`src/rtl/fabosc_reset_sequencer.sv`:
```
// Fabric reset and timebase sequencer on the RC oscillator fabric clock.
// Holds fabric reset until CCC lock and init-done are stable, then runs a tick and heartbeat.
module fabosc_reset_sequencer #(
  parameter int CLK_FREQ_HZ    = 50_000_000,
  parameter int TICK_HZ        = 1000,
  parameter int STRETCH_CYCLES = 1024,
  parameter int HB_TICKS       = 500
) (
  input  logic CLK,
  input  logic RESETN,
  input  logic CCC_LOCK,
  input  logic INIT_DONE,
  output logic FAB_RESET_N,
  output logic READY,
  output logic TICK,
  output logic HEARTBEAT
);

  localparam int DIV   = CLK_FREQ_HZ / TICK_HZ;
  localparam int STR_W = $clog2(STRETCH_CYCLES + 1);
  localparam int DIV_W = $clog2(DIV);
  localparam int HB_W  = (HB_TICKS > 1) ? $clog2(HB_TICKS) : 1;

  localparam logic [STR_W-1:0] STR_LAST = STR_W'(STRETCH_CYCLES - 1);
  localparam logic [STR_W-1:0] STR_MAX  = STR_W'(STRETCH_CYCLES);
  localparam logic [DIV_W-1:0] DIV_LAST = DIV_W'(DIV - 1);
  localparam logic [HB_W-1:0]  HB_LAST  = HB_W'(HB_TICKS - 1);

  localparam logic [1:0] ST_WAIT    = 2'd0;
  localparam logic [1:0] ST_STRETCH = 2'd1;
  localparam logic [1:0] ST_RUN     = 2'd2;

  logic [1:0]       lock_sync;
  logic [1:0]       init_sync;
  logic             lock_s;
  logic             init_s;
  logic             ok;
  logic [1:0]       state;
  logic [1:0]       state_nxt;
  logic [STR_W-1:0] stretch_cnt;
  logic             run_hold;
  logic             fab_reset_n_q;
  logic [DIV_W-1:0] div_cnt;
  logic             tick_q;
  logic [HB_W-1:0]  hb_cnt;
  logic             hb_q;

  // Two-flop synchronizers; both inputs are asynchronous to CLK.
  // NOTE: sequential state uses non-blocking (<=) so every flop samples pre-edge values.
  always_ff @(posedge CLK or negedge RESETN) begin
    if (!RESETN) begin
      lock_sync <= '0;
      init_sync <= '0;
    end else begin
      lock_sync <= {lock_sync[0], CCC_LOCK};
      init_sync <= {init_sync[0], INIT_DONE};
    end
  end

  assign lock_s = lock_sync[1];
  assign init_s = init_sync[1];
  assign ok     = lock_s & init_s;

  // NOTE: next-state starts from a default so no path leaves it unassigned (no latch).
  always_comb begin
    state_nxt = state;
    case (state)
      ST_WAIT: begin
        if (ok) state_nxt = ST_STRETCH;
      end
      ST_STRETCH: begin
        if (!ok)                           state_nxt = ST_WAIT;
        else if (stretch_cnt == STR_LAST)  state_nxt = ST_RUN;
      end
      ST_RUN: begin
        if (!ok) state_nxt = ST_WAIT;
      end
      default: state_nxt = ST_WAIT;
    endcase
  end

  always_ff @(posedge CLK or negedge RESETN) begin
    if (!RESETN) begin
      state <= ST_WAIT;
    end else begin
      state <= state_nxt;
    end
  end

  // Saturates rather than wrapping; only a fresh WAIT->STRETCH entry restarts it.
  always_ff @(posedge CLK or negedge RESETN) begin
    if (!RESETN) begin
      stretch_cnt <= '0;
    end else if (state == ST_WAIT && ok) begin
      stretch_cnt <= '0;
    end else if (state == ST_STRETCH && ok && stretch_cnt != STR_MAX) begin
      stretch_cnt <= stretch_cnt + STR_W'(1);
    end
  end

  // Fabric reset follows the RUN state on the same edge it is entered or left.
  always_ff @(posedge CLK or negedge RESETN) begin
    if (!RESETN) begin
      fab_reset_n_q <= 1'b0;
    end else begin
      fab_reset_n_q <= (state_nxt == ST_RUN);
    end
  end

  // Timebase only advances while RUN is held; losing ok clears it and drops a pending tick.
  assign run_hold = (state == ST_RUN) && ok;

  always_ff @(posedge CLK or negedge RESETN) begin
    if (!RESETN) begin
      div_cnt <= '0;
      tick_q  <= 1'b0;
    end else if (!run_hold) begin
      div_cnt <= '0;
      tick_q  <= 1'b0;
    end else begin
      tick_q  <= (div_cnt == DIV_LAST);
      div_cnt <= (div_cnt == DIV_LAST) ? '0 : div_cnt + DIV_W'(1);
    end
  end

  always_ff @(posedge CLK or negedge RESETN) begin
    if (!RESETN) begin
      hb_cnt <= '0;
      hb_q   <= 1'b0;
    end else if (!run_hold) begin
      hb_cnt <= '0;
      hb_q   <= 1'b0;
    end else if (tick_q) begin
      if (hb_cnt == HB_LAST) begin
        hb_cnt <= '0;
        hb_q   <= ~hb_q;
      end else begin
        hb_cnt <= hb_cnt + HB_W'(1);
      end
    end
  end

  assign FAB_RESET_N = fab_reset_n_q;
  assign READY       = fab_reset_n_q;
  assign TICK        = tick_q;
  assign HEARTBEAT   = hb_q;

endmodule
```
`config.mk`:
```
export PLATFORM = sky130hd
export DESIGN_NAME = fabosc_reset_sequencer
export DESIGN_NICKNAME = d
export VERILOG_FILES = /design/src/rtl/fabosc_reset_sequencer.sv
export SDC_FILE = /design/constraint.sdc
export NUM_CORES = 1
export LEC_CHECK = 0
export ABC_CLOCK_PERIOD_IN_PS = 2100
export CAP_MARGIN = 20
export CORE_MARGIN = 2
export CORE_UTILIZATION = 60
export DETAILED_ROUTE_END_ITERATION = 8
export HOLD_SLACK_MARGIN = 0.02
export PLACE_DENSITY = 0.78
export SYNTH_ARGS = -nofsm -noshare
export SYNTH_HDL_FRONTEND = slang
export SYNTH_SLANG_ARGS = --single-unit
export TNS_END_PERCENT = 50
```
`constraint.sdc`:
```
create_clock -name CLK -period 2.1 [get_ports CLK]
set_input_delay 0.21 -clock CLK [delete_from_list [all_inputs] [get_ports CLK]]
set_output_delay 0.21 -clock CLK [all_outputs]
set_load 0.01 [all_outputs]
```
# Word-level counts from Yosys, hierarchy flattened
# Index checks and enable logic that the tools add are counted.
# totals
reg_bits	45
inputBits	4
output_inout_bits	4
wordCells	46
# op_classes
n_addsub	3
n_eq_ne	9
mux	16
bitwise_logic	2
n_reduce_logical	7
# op_table
operator	count
$mux 16	2
$mux 9	3
$mux 11	2
$add 16x1->16 const B	1
$eq 16x16->1 const B	1
$add 11x1->11 const B	1
$eq 11x10->1 const B	1
$ne 11x11->1 const B	1
$add 9x1->9 const B	1
$eq 9x9->1 const B	1
$mux 2	4
$pmux 2 s3	1
$eq 2x2->1 const B	2
$logic_and 1x1->1	4
$mux 1	4
$ne 2x1->1 const B	2
$eq 2x1->1 const B	1
$logic_not 2->1	1
$reduce_and 2->1	1
$reduce_bool 2->1	1
$and 1x1->1	1
$not 1->1	1

# Longest topological paths before layout
# depth
word_depth	5
mapped_depth	6
ltp_nobuf	5

# Worst setup path after synthesis
# No wires, ideal clock.
# synth_path
path_type	register to register
start	register hb_cnt[0]
end	register hb_cnt[6]
setup_ns	0.082
arrival_time_ns	1.391
required_time_ns	2.018
setup_slack_ns	0.627
path_stages_with_launch	6
n_path_buf	0
synth_period_minus_slack_ns	1.473
cell_sequence	dfrtp_1 > ha_1 > and4bb_2 > a211oi_4 > a41oi_1 > a31oi_1
# synth_via
elab_chain_len	4
word_cells_on_any_way	5
cone_classes	add/sub: 1; eq/ne: 1; mux: 3
# synth_lines
element	line	text
start: declaration	45	logic [HB_W-1:0] hb_cnt;
start signal: assignment	138	hb_cnt <= hb_cnt + HB_W'(1);
$add 9x1->9 / $eq 9x9->1 (equally long branches)	138, 134	
$mux 9 *	134	if (hb_cnt == HB_LAST) begin
$mux 9 *	133	end else if (tick_q) begin
$mux 9 *	130	end else if (!run_hold) begin
# Mark *: on every way between the ends. The rest lies on a longest branch, timed or not. The select of a mux whose other input is x is not followed.
# A chain may end at the register's enable or synchronous reset.

# Worst setup path after layout
# Same ends and word-level chain as after synthesis.

==> impl_metrics.json <==
{
  "final_max_slew_viol_count": 0,
  "clock_tree_from_tritoncts": "yes",
  "cts-htree-levels": 2,
  "yosys_top_cell_area_share": 0.497,
  "final_cells": 274,
  "status": "completed",
  "finalHoldViolCount": 0,
  "drt_pass1_iterations": 7,
  "number_of_enable_type_register_cells_in_the_synthesized_netlist": 0,
  "synth.avg_cell_area_um2": 10.5,
  "worst_slack_ns": 0.434,
  "core_area_um2": 3630,
  "detail_route.wirelength_um": 4060,
  "global_route.usage.met1": 0.268,
  "pwr-share-clk": 0.415,
  "cp.required_ns": 2.32,
  "post-route-min-period_ns": 1.67,
  "via_per_inst": 6.02,
  "globalRoute.busiestLayer": "met2",
  "synth.lib_cells_used.distinct": 41,
  "wl_per_cell_um": 14.8,
  "register_bit_total_from_synthesis": 45,
  "ioPinCount": 8,
  "post_synth_and_or_nand_nor_area_fraction": 0.267,
  "synth_compound_area_frac": 0.0651,
  "vdd_drop_max_uv": 419,
  "pwr-share-seq": 0.551,
  "layout.cells.most_common": "dfrtp_1",
  "grt_antenna_before_repair": 0,
  "leakage_nw": 1.05,
  "synth.yosys.warnings": 0,
  "yosys.area_share.adder": 0.0221,
  "dr_total_vias": 1650,
  "grt_pass1_wl_um": 7190,
  "most_area_consuming_cells_after_synthesis": "dfrtp_1 50%, xnor2_1 6.2%, nor2_1 6.0%, xor2_1 3.5%, nor4_1 2.8%",
  "dpl_worst_slack_ns": 0.428,
  "cts.sinks": 45,
  "grt_max_degree": 21,
  "synth.mux.area_fraction": 0.0188,
  "layout_common_cells": "45 x dfrtp_1, 36 x nor2_1, 16 x xnor2_1, 13 x nand2_1, 12 x nand3_1",
  "final_min_period_over_clock_period": 0.793,
  "port_buffers": 7,
  "cells_traversed_along_the_worst_timing_path": "ha_1 -> and4bb_2 -> a211oi_4 -> a41oi_1 -> a31oi_1",
  "postSynth.asyncResetShare": 1.00,
  "power.switching_fraction": 0.206,
  "grt_util_met2": 0.378,
  "fp.dieH_um": 65.5,
  "flow.area_growth_from_synthesis_pct": 9.71,
  "die_w_um": 65.5,
  "fmax_mhz": 600,
  "crit_path_end_kind": "flip-flop",
  "fraction_of_final_layout_cells_with_drive_strength_greater_than_1": 0.102,
  "ys_seq_area_frac": 0.497,
  "cts_post_setup_buffers_inserted": 0,
  "synth_top_family_by_area": "simple AND/OR/NAND/NOR gates",
  "placed_cells": 265,
  "switching_power_uw": 332,
  "cts-root-buf": "clkbuf_8",
  "mappedNetlistArea_um2": 2270,
  "unrepaired_setup_endpoints_after_global_routing": "false",
  "timing.setup.critical_path_class": "reg -> reg",
  "critical_path_peak_fanout": 5,
  "final_core_util": 0.685,
  "grt.total_usage": 0.222,
  "share_comb_of_total_power": 0.034,
  "post-route-cell-area_um2": 2490,
  "gp_congestion": 0.854,
  "initialDrtViolationCount": 126,
  "worst_path_largest_cell_delay_ns": 0.43,
  "placement.cell_area_um2": 2360,
  "syn_inst": 216,
  "dieArea_um2": 4290,
  "max_slew.worst_pin.slew_ns": 0.523,
  "diodes": 0,
  "place_hpwl_um": 2870,
  "setup_viol": 0,
  "worst_skew_pair.late_latency_ns": 0.30,
  "gr-total-overflow": 0,
  "start_kind": "flip-flop",
  "layout.nets": 233,
  "cts_made_buffers": 5,
  "synth-xor-area-share": 0.0966,
  "finalClockSkew_ns": 0.00331,
  "postRouteAntennaNets": 0,
  "worst_case_clock_buffer_depth": 2,
  "synth_ff_type": "dfrtp_1",
  "cts.clk_slew.worst_paths_ns": 0.08,
  "worst_ep_arrival_time_ns": 1.89,
  "post-synth-top-area-cell": "dfrtp_1",
  "timing.critical_path.slowest_stage_cell": "dfrtp_1",
  "fp-row-count": 22,
  "setup_total_negative_slack_ns": 0,
  "cellInternalPower_mw": 1.28,
  "drt_drc": 0,
  "hold_path_class": "in -> async",
  "power_density_nw_per_um2": 648,
  "initial_core_util": 0.624,
  "mappedNetlistNets": 224,
  "maxCapViolCount": 0,
  "slew_headroom": 0.651,
  "grt_pass1_vias": 1616,
  "grt.met3_usage": 0.0514
}
==> stage by stage <==
step | hold slack [ns] | power, mW
2_1_floorplan | -0.0856 | 0.928
3_3_place_gp | 0.0950 | 0.954
3_5_place_dp | 0.101 | 0.959
4_1_cts | 0.319 | 1.63
5_1_grt | 0.342 | 1.67
6_report | 0.317 | 1.61
==> critical path: cells and delay by family (launching register included) <==
| family | cells | cell delay [ns] |
|---|---|---|
| compound gates | 3 | 0.68 |
| fa+ha+maj | 1 | 0.23 |
| flops | 1 | 0.43 |
| simple gates | 1 | 0.26 |
==> logic make-up (layout without fill, tap and decap cells) <==
group,after synthesis,count (layout)
compound gates,19,19
flops,45,45
buf+inv,15,25
xor+xnor,25,25
simple gates,104,104
mux,4,4
fa+ha+maj,4,4
==> path summary, 6_finish.rpt <==
| kind | startpoint | cells past startpoint | endpoint | slack (ns) |
|---|---|---|---|---|
| max in group asynchronous | RESETN | 3 | div_cnt[9] | 1.24 |
| hold / removal | RESETN | 2 | lock_sync[0] | 0.32 |
| setup reg to reg | hb_cnt[0] | 5 | hb_cnt[6] | 0.43 |
| hold reg to reg | init_sync[0] | 0 | init_sync[1] | 0.36 |
| setup / recovery | hb_cnt[0] | 5 | hb_cnt[6] | 0.43 |
| min in group CLK | INIT_DONE | 1 | init_sync[0] | 0.36 |
==> power groups by stage <==
stage	logic, mW	registers (mW)	clock network [mW]
3_5_place_dp	0.0531	0.906	0
5_1_grt	0.0618	0.891	0.721
4_1_cts	0.0563	0.889	0.683
3_3_place_gp	0.0494	0.905	0
2_1_floorplan	0.0270	0.901	0
6_report	0.0542	0.889	0.670
==> flip-flops by register name, indices dropped and copies added (netlist names) <==
name	cells
HEARTBEAT	1
hb_cnt	9
FAB_RESET_N	1
state	2
div_cnt	16
lock_sync	2
stretch_cnt	11
init_sync	2
TICK	1
==> cells in the mapped netlist (all sizes together) (2+ instances only) <==
| master | count |
|---|---|
| nand2b | 3 |
| mux2 | 2 |
| a22o | 2 |
| and4 | 2 |
| a41oi | 2 |
| ha | 4 |
| nor4 | 12 |
| clkbuf | 3 |
| nor3 | 6 |
| mux2i | 2 |
| buf | 5 |
| nor2 | 36 |
| nand3 | 12 |
| a31oi | 3 |
| a21o | 2 |
| o211ai | 2 |
| dfrtp | 45 |
| xor2 | 9 |
| nand4 | 9 |
| and3 | 4 |
| and4bb | 2 |
| xnor2 | 16 |
| o21ai | 4 |
| inv | 7 |
| nand2 | 13 |
==> repair_timing <==
item,CTS,global route
endpoints found under the hold margin,11,0
hold buffers,1,0
resized for setup,0,0
==> area by class of cell <==
| type | instances | area, um^2 |
|---|---|---|
| Fill cell | 273 | 1150 |
| Sequential cell | 45 | 1130 |
| Multi-Input combinational cell | 156 | 1060 |
| Timing Repair Buffer | 10 | 90.1 |
| Clock buffer | 6 | 82.6 |
| Tap cell | 48 | 60.1 |
| Clock inverter | 2 | 37.5 |
| Inverter | 7 | 26.3 |
==> metal layers <==
metal	vias to the layer above	wire [um]
met5	-	0
met4	0	102
met3	14	131
met2	35	2060
met1	818	1760
li1	783	-
No activity file was read; power rests on OpenSTA's default activity.
